--- config.mk ---
export PLATFORM = sky130hd
export DESIGN_NAME = mem_port_arbiter
export DESIGN_NICKNAME = d
export VERILOG_FILES = /design/src/rtl/mem_port_arbiter.sv
export SDC_FILE = /design/constraint.sdc
export NUM_CORES = 1
export LEC_CHECK = 0
export ABC_AREA = 1
export CAP_MARGIN = 20
export CELL_PAD_IN_SITES_DETAIL_PLACEMENT = 0
export CELL_PAD_IN_SITES_GLOBAL_PLACEMENT = 1
export CORE_MARGIN = 8
export CORE_UTILIZATION = 12
export CTS_BUF_LIST = sky130_fd_sc_hd__clkbuf_16
export DETAILED_ROUTE_END_ITERATION = 7
export PLACE_DENSITY = 0.83
export SYNTH_ARGS = -nofsm -noshare
export SYNTH_HDL_FRONTEND = slang
export SYNTH_SLANG_ARGS = --single-unit
--- constraint.sdc ---
create_clock -name clk -period 3.01 [get_ports clk]
set_input_delay 0.903 -clock clk [delete_from_list [all_inputs] [get_ports clk]]
set_output_delay 0.903 -clock clk [all_outputs]
set_load 0.01 [all_outputs]
--- src/rtl/mem_port_arbiter.sv ---
// Per-cycle arbiter sharing one 512x16 sync-read RAM between fetch and load/store,
// with data priority, a 16+16 fetch lock and optional fetch anti-starvation (MEM_ARB_STARVE_EN).
module mem_port_arbiter #(
    parameter int AW         = 16,
    parameter int DW         = 16,
    parameter int STARVE_MAX = 3
) (
    input  logic          clk,
    input  logic          reset,
    input  logic          if_req,
    input  logic [AW-1:0] if_addr,
    output logic          if_gnt,
    output logic          if_rvalid,
    output logic [DW-1:0] if_rdata,
    input  logic          dm_req,
    input  logic          dm_we,
    input  logic [AW-1:0] dm_addr,
    input  logic [DW-1:0] dm_wdata,
    output logic          dm_gnt,
    output logic          dm_rvalid,
    output logic [DW-1:0] dm_rdata,
    output logic [AW-1:0] ram_addr,
    output logic [DW-1:0] ram_wdata,
    output logic          ram_we,
    input  logic [DW-1:0] ram_rdata
);

    typedef enum logic [1:0] {IDLE, IF_RD, DM_RD, DM_WR} last_t;

    localparam int SW = $clog2(STARVE_MAX + 1);

    last_t         last;
    logic          bis_reg;
    logic          bis_pend;
    logic          force_if;
    logic [SW-1:0] starve_cnt;

    // A first word with bit 15 set pulls in its immediate before any data access.
    assign bis_pend = if_rvalid & ram_rdata[15] & ~bis_reg;

`ifdef MEM_ARB_STARVE_EN
    localparam bit STARVE_ON = 1'b1;

    always_ff @(posedge clk or posedge reset) begin
        if (reset) begin
            starve_cnt <= '0;
        end else if (!if_req || if_gnt) begin
            starve_cnt <= '0;
        end else if (starve_cnt != SW'(STARVE_MAX)) begin
            starve_cnt <= starve_cnt + SW'(1);
        end
    end
`else
    localparam bit STARVE_ON = 1'b0;

    assign starve_cnt = '0;
`endif

    assign force_if = STARVE_ON && (starve_cnt == SW'(STARVE_MAX));

    assign if_gnt = if_req & (bis_pend | force_if | ~dm_req);
    assign dm_gnt = dm_req & ~(if_req & (bis_pend | force_if));

    assign ram_addr  = dm_gnt ? dm_addr : if_addr;
    assign ram_we    = dm_gnt & dm_we;
    assign ram_wdata = dm_wdata;

    assign if_rdata  = ram_rdata;
    assign dm_rdata  = ram_rdata;
    assign if_rvalid = (last == IF_RD);
    assign dm_rvalid = (last == DM_RD);

    always_ff @(posedge clk or posedge reset) begin
        if (reset) begin
            last    <= IDLE;
            bis_reg <= 1'b0;
        end else begin
            if (if_gnt) begin
                last    <= IF_RD;
                bis_reg <= bis_pend;
            end else if (dm_gnt) begin
                last <= dm_we ? DM_WR : DM_RD;
            end else begin
                last <= IDLE;
            end
        end
    end

endmodule

; Word-level counts from Yosys, hierarchy flattened
; Index checks and enable logic that the tools add are counted.
[totals]
regBits = 3
input_bits = 69
out_inout_bits = 69
[op_classes]
eq_ne = 2
n_mux = 4
n_bitwise = 10
[ops]
columns = cell, count
row1 = 2-to-1 mux 16 bit, 1
row2 = AND 1 bit, 6
row3 = 2-to-1 mux 2 bit, 2
row4 = inverter 1 bit, 3
row5 = "== test 2 x 1 -> 1 bit, second input constant", 1
row6 = "== test 2 bit, second input constant", 1
row7 = 2-to-1 mux 1 bit, 1
row8 = bitwise OR 1 bit, 1

; Depth between registers and ports, before layout
; Gate-level depths: netlist (run 1).
[logic_depth]
depth_word = 8
depth_mapped = 6

; Worst setup path after synthesis (run 1)
; OpenSTA, ideal clock, no wires.
[synth_timing]
path_kind = input to output
from = input dm_req
to = output ram_we
t_arrival_ns = 1.587
required_time_ns = 2.107
setup_slack_ns = 0.520
path_stages = 5
path_buffers = 2
path_cell_list = buf_4 -> inv_1 -> o21bai_4 -> buf_6 -> nor2_1
[synth_between]
elab_chain_len = 2
[synth_rtl]
columns = element, line
row1 = from (decl), 15  ; input logic dm_req,
row2 = AND 1 bit, 62  ; assign dm_gnt = dm_req & ~(if_req & (bis_pend | force_if));
row3 = AND 1 bit, 65  ; assign ram_we = dm_gnt & dm_we;
row4 = to (decl), 24  ; output logic ram_we,
; Every way passes these cells.

; Worst setup path in the final report (run 1)
[layout_timing]
from = input if_req
to = output ram_addr[0]
[layout_between]
elab_chain_len = 4
[layout_rtl]
columns = element, line
row1 = from (decl), 10  ; input logic if_req,
row2 = AND 1 bit, 62
row3 = inverter 1 bit, 62
row4 = AND 1 bit, 62
row5 = 2-to-1 mux 16 bit, 64  ; assign ram_addr = dm_gnt ? dm_addr : if_addr;
row6 = to (decl), 22  ; output logic [AW-1:0] ram_addr,
; Every way passes these cells.

==> flow_summary_export.csv, run 1 <==
group,metric,value,unit
status,status,"finished, final reports clean",
global_route,antenna_found_initial,0,
power,p_comb_share,41.4,%
detailed_routing,drc,0,
cts,cts_made_buffers,3,
yosys,yosysUniqueCellTypes,13,
global_route,grt_max_degree,17,
floorplan,fp.dieW,97.4,um
detailed_routing,firstDrtPassIters,4,
yosys,synth_edf_count,0,
sta,setup_viol,0,
sta,fin_ws,0.0763,ns
worst_setup_path,critPathCaptureType,"primary output",
detailed_routing,ant_nets,0,
detailed_routing,wire_per_inst,13.2,um
place,gp_congestion,0.686,
yosys,synth_seq_cells,3,
detailed_routing,via_per_inst,3.51,
global_route,grt_overflow,0,
detailed_routing,drtIter0Drc,13,
floorplan,initial_core_util,12.5,%
power,p_sw,0.000115,W
layout,largest_register_ffs,2,
yosys,yosysSeqAreaShare,9.43,%
worst_setup_path,worstPathBufferInverterCount,4,
layout,final_nets,231,
detailed_routing,drt-total-wl,3.13,mm
sta,rsz0062_at_grt,"false",
yosys,synth_area_per_cell,6.37,um^2
worst_setup_path,required,2.11,ns
sta,fin_hold_ws,0.576,ns
worst_setup_path,max_stage_delay,0.22,ns
power,switching_share,26.4,%
global_route,grt_pass1_wl,4.88,mm
floorplan,ios,138,
worst_setup_path,r2r_start,"last[0]",
yosys,syn-num-nets,194,
cts,htreeDepth,1,
yosys,mappedNetlistArea,796,um^2
sta,fin_tns_setup,0,ns
sta,tightest_slew,0.400,ns
power,fin_total_pwr,0.000437,W
detailed_routing,vias,836,
sta,max_freq,341,MHz
global_route,gr-usage-all-layers,6.36,%
sta,hold_viol,0,
worst_hold_path,hp-start,"bis_reg",
sta,fin_crit_sh,97.5,%
place,hpwl,2.18,mm
floorplan,core,6390,um^2
yosys,yosysWarningCount,0,
floorplan,num_rows,29,
cts,cts_hold_buf,0,
sta,skew,0.000927,ns
power,clkPwrFrac,47.5,%
sta,fin_crit,2.93,ns
worst_setup_path,rr_worst_depth,7,
power,vdd_drop_max,0.000330,V
worst_setup_path,path_max_fanout,4,
worst_hold_path,min_delay_path_depth,2,
layout,area_delta_synth_final,73.7,%
worst_setup_path,startpoint,"if_req",
place,place_inst,215,
cts,cts.path.max_buffers,2,
yosys,async_flop_share,100,%
worst_setup_path,path_delay_family,"buffers and inverters",
worst_hold_path,min_path_type,"flip-flop to flip-flop",
layout,antenna_cells,0,
yosys,yosysTopAreaCellShare,46.2,%
sta,maxSlewHeadroom,73.3,%
worst_setup_path,cp_common_cell,"clkdlybuf4s15_2",
worst_setup_path,critical_path_class,"input port to primary output",
yosys,synth-main-ff-cell,"dfrtp_1",
cts,cts_root_buf,"clkbuf_16",
layout,stdcell_count,238,
cts,insertion_delay,0.22,ns
power,power.internal,0.000321,W
cts,cts.sinks,3,
yosys,syn_inst,125,
cts,cts_tree,"done",
place,portBuffers,60,
floorplan,die-height,97.4,um
worst_setup_path,cp-start-kind,"input port",
global_route,grt_pass1_vias,902,
layout,drive_gt1_share,29.8,%
worst_setup_path,cp.arrival,2.03,ns
worst_setup_path,worst_r2r_endpoint,"last[0]",
yosys,synth_area_leaders,"buf_4 (46%), nand2_1 (17%), nand3_1 (10%)",
power,p_per_area,316,nW/um^2
cts,clk_pin_slew,0.03,ns
yosys,synth_largest_area_cell,"buf_4",
place,place_ws,-0.480,ns
power,p_leak,0.672,nW
sta,maxSlewViolCount,0,
worst_setup_path,critical_path.slowest_cell,"clkdlybuf4s15_2",
worst_hold_path,min_to,"bis_reg",
worst_setup_path,path_cells,"clkdlybuf4s15_2, inv_1, nor2_4, nand3_4, buf_4, nand3_1, nand2_1, clkdlybuf4s15_2",
flow_run,maxCapViolCount,0,
worst_setup_path,rrSetupSlack,1.49,ns
power,pwr-share-seq,11.1,%
floorplan,die_area,9490,um^2
[worst min-delay path: stages (launching register included)]
cell and delay, ns:
dfrtp_1 0.41, nand2_1 0.08, nand2_1 0.05
[power groups by stage]
stage	sequential [W]	clock, W	combinational (W)
floorplan	0.0000472	0	0.000124
global placement	0.0000478	0	0.000171
detailed placement	0.0000481	0	0.000173
CTS	0.0000483	0.000212	0.000188
global route	0.0000489	0.000217	0.000199
finish	0.0000485	0.000207	0.000181
[cells by family after synthesis]
logic type	share of synthesized area [%]
flops	9.43
compound gates	3.30
simple gates	33.5
buf+inv	53.8
[per-stage QoR]
| stage | utilization (%) | area, um^2 |
|---|---|---|
| 6_report | 21.6 | 1380 |
| 5_1_grt | 21.6 | 1380 |
| 4_1_cts | 22.0 | 1400 |
| 3_5_place_dp | 18.0 | 1150 |
| 3_3_place_gp | 18.0 | 1150 |
| 2_1_floorplan | - | 796 |
[routing by layer]
layer / GRT usage [%] / share of wire [%]
met4: 2.33 / 2.2
met3: 2.49 / 9.1
met2: 10.6 / 48
met5: 0 / 0
met1: 7.16 / 41
[placed cells by master, fill, tap and decap left out]
master	netlist	routed
buf_6	2	4
clkbuf_2	0	3
clkdlybuf4s15_2	0	6
nand3_4	1	3
nor2_2	2	1
inv_1	9	10
o211ai_1	1	1
nand2_1	37	37
nand3_2	1	2
clkdlybuf4s15_1	0	1
nor2_1	2	2
dfrtp_1	3	3
clkbuf_16	0	3
buf_4	49	16
clkdlybuf4s50_1	0	38
nor2_4	0	1
dlygate4sd2_1	0	6
buf_12	0	2
o21bai_4	1	1
nand3_1	16	15
buf_2	0	6
[synth_stat cells, types with 2 or more instances]
cell / instances
nand3_1: 16
dfrtp_1: 3
nor2_2: 2
inv_1: 9
buf_6: 2
nand2_1: 37
nor2_1: 2
buf_4: 49
[final cells by class]
cell class | count | area (um^2)
inverters | 9 | 33.8
clock inverters | 1 | 3.75
flip-flops and latches | 3 | 75.1
fillers | 734 | 5000
multi-input cells | 63 | 338
repair buffers | 82 | 761
clock buffers | 3 | 75.1
well taps | 77 | 96.3
[worst max path at each step]
stage	endpoint	slack, ns	cells after the start
floorplan	ram_we	0.52	5
global placement	ram_addr[15]	-0.42	7
detailed placement	ram_addr[4]	-0.48	7
CTS	ram_addr[10]	0.009	8
global route	ram_addr[0]	0.007	8
finish	ram_addr[0]	0.08	8
[repair_timing]
action / CTS / global route
pin swaps: 4 / 2
buffers inserted: 18 / 0
gates resized for setup: 61 / 6
cloned: 2 / 0
endpoints found under the setup margin: 19 / 7
(Power assumes the default switching activity.)
==> run 2, diff against run 1 <==
--- a/config.mk
+++ b/config.mk
@@ -12,6 +12,7 @@
 export CORE_MARGIN = 8
 export CORE_UTILIZATION = 12
 export CTS_BUF_LIST = sky130_fd_sc_hd__clkbuf_16
+export CTS_CLUSTER_SIZE = 25
 export DETAILED_ROUTE_END_ITERATION = 7
 export PLACE_DENSITY = 0.83
 export SYNTH_ARGS = -nofsm -noshare
==> results of run 2 <==
Same layout as run 1: the final DEF is identical, and so are final timing and power.
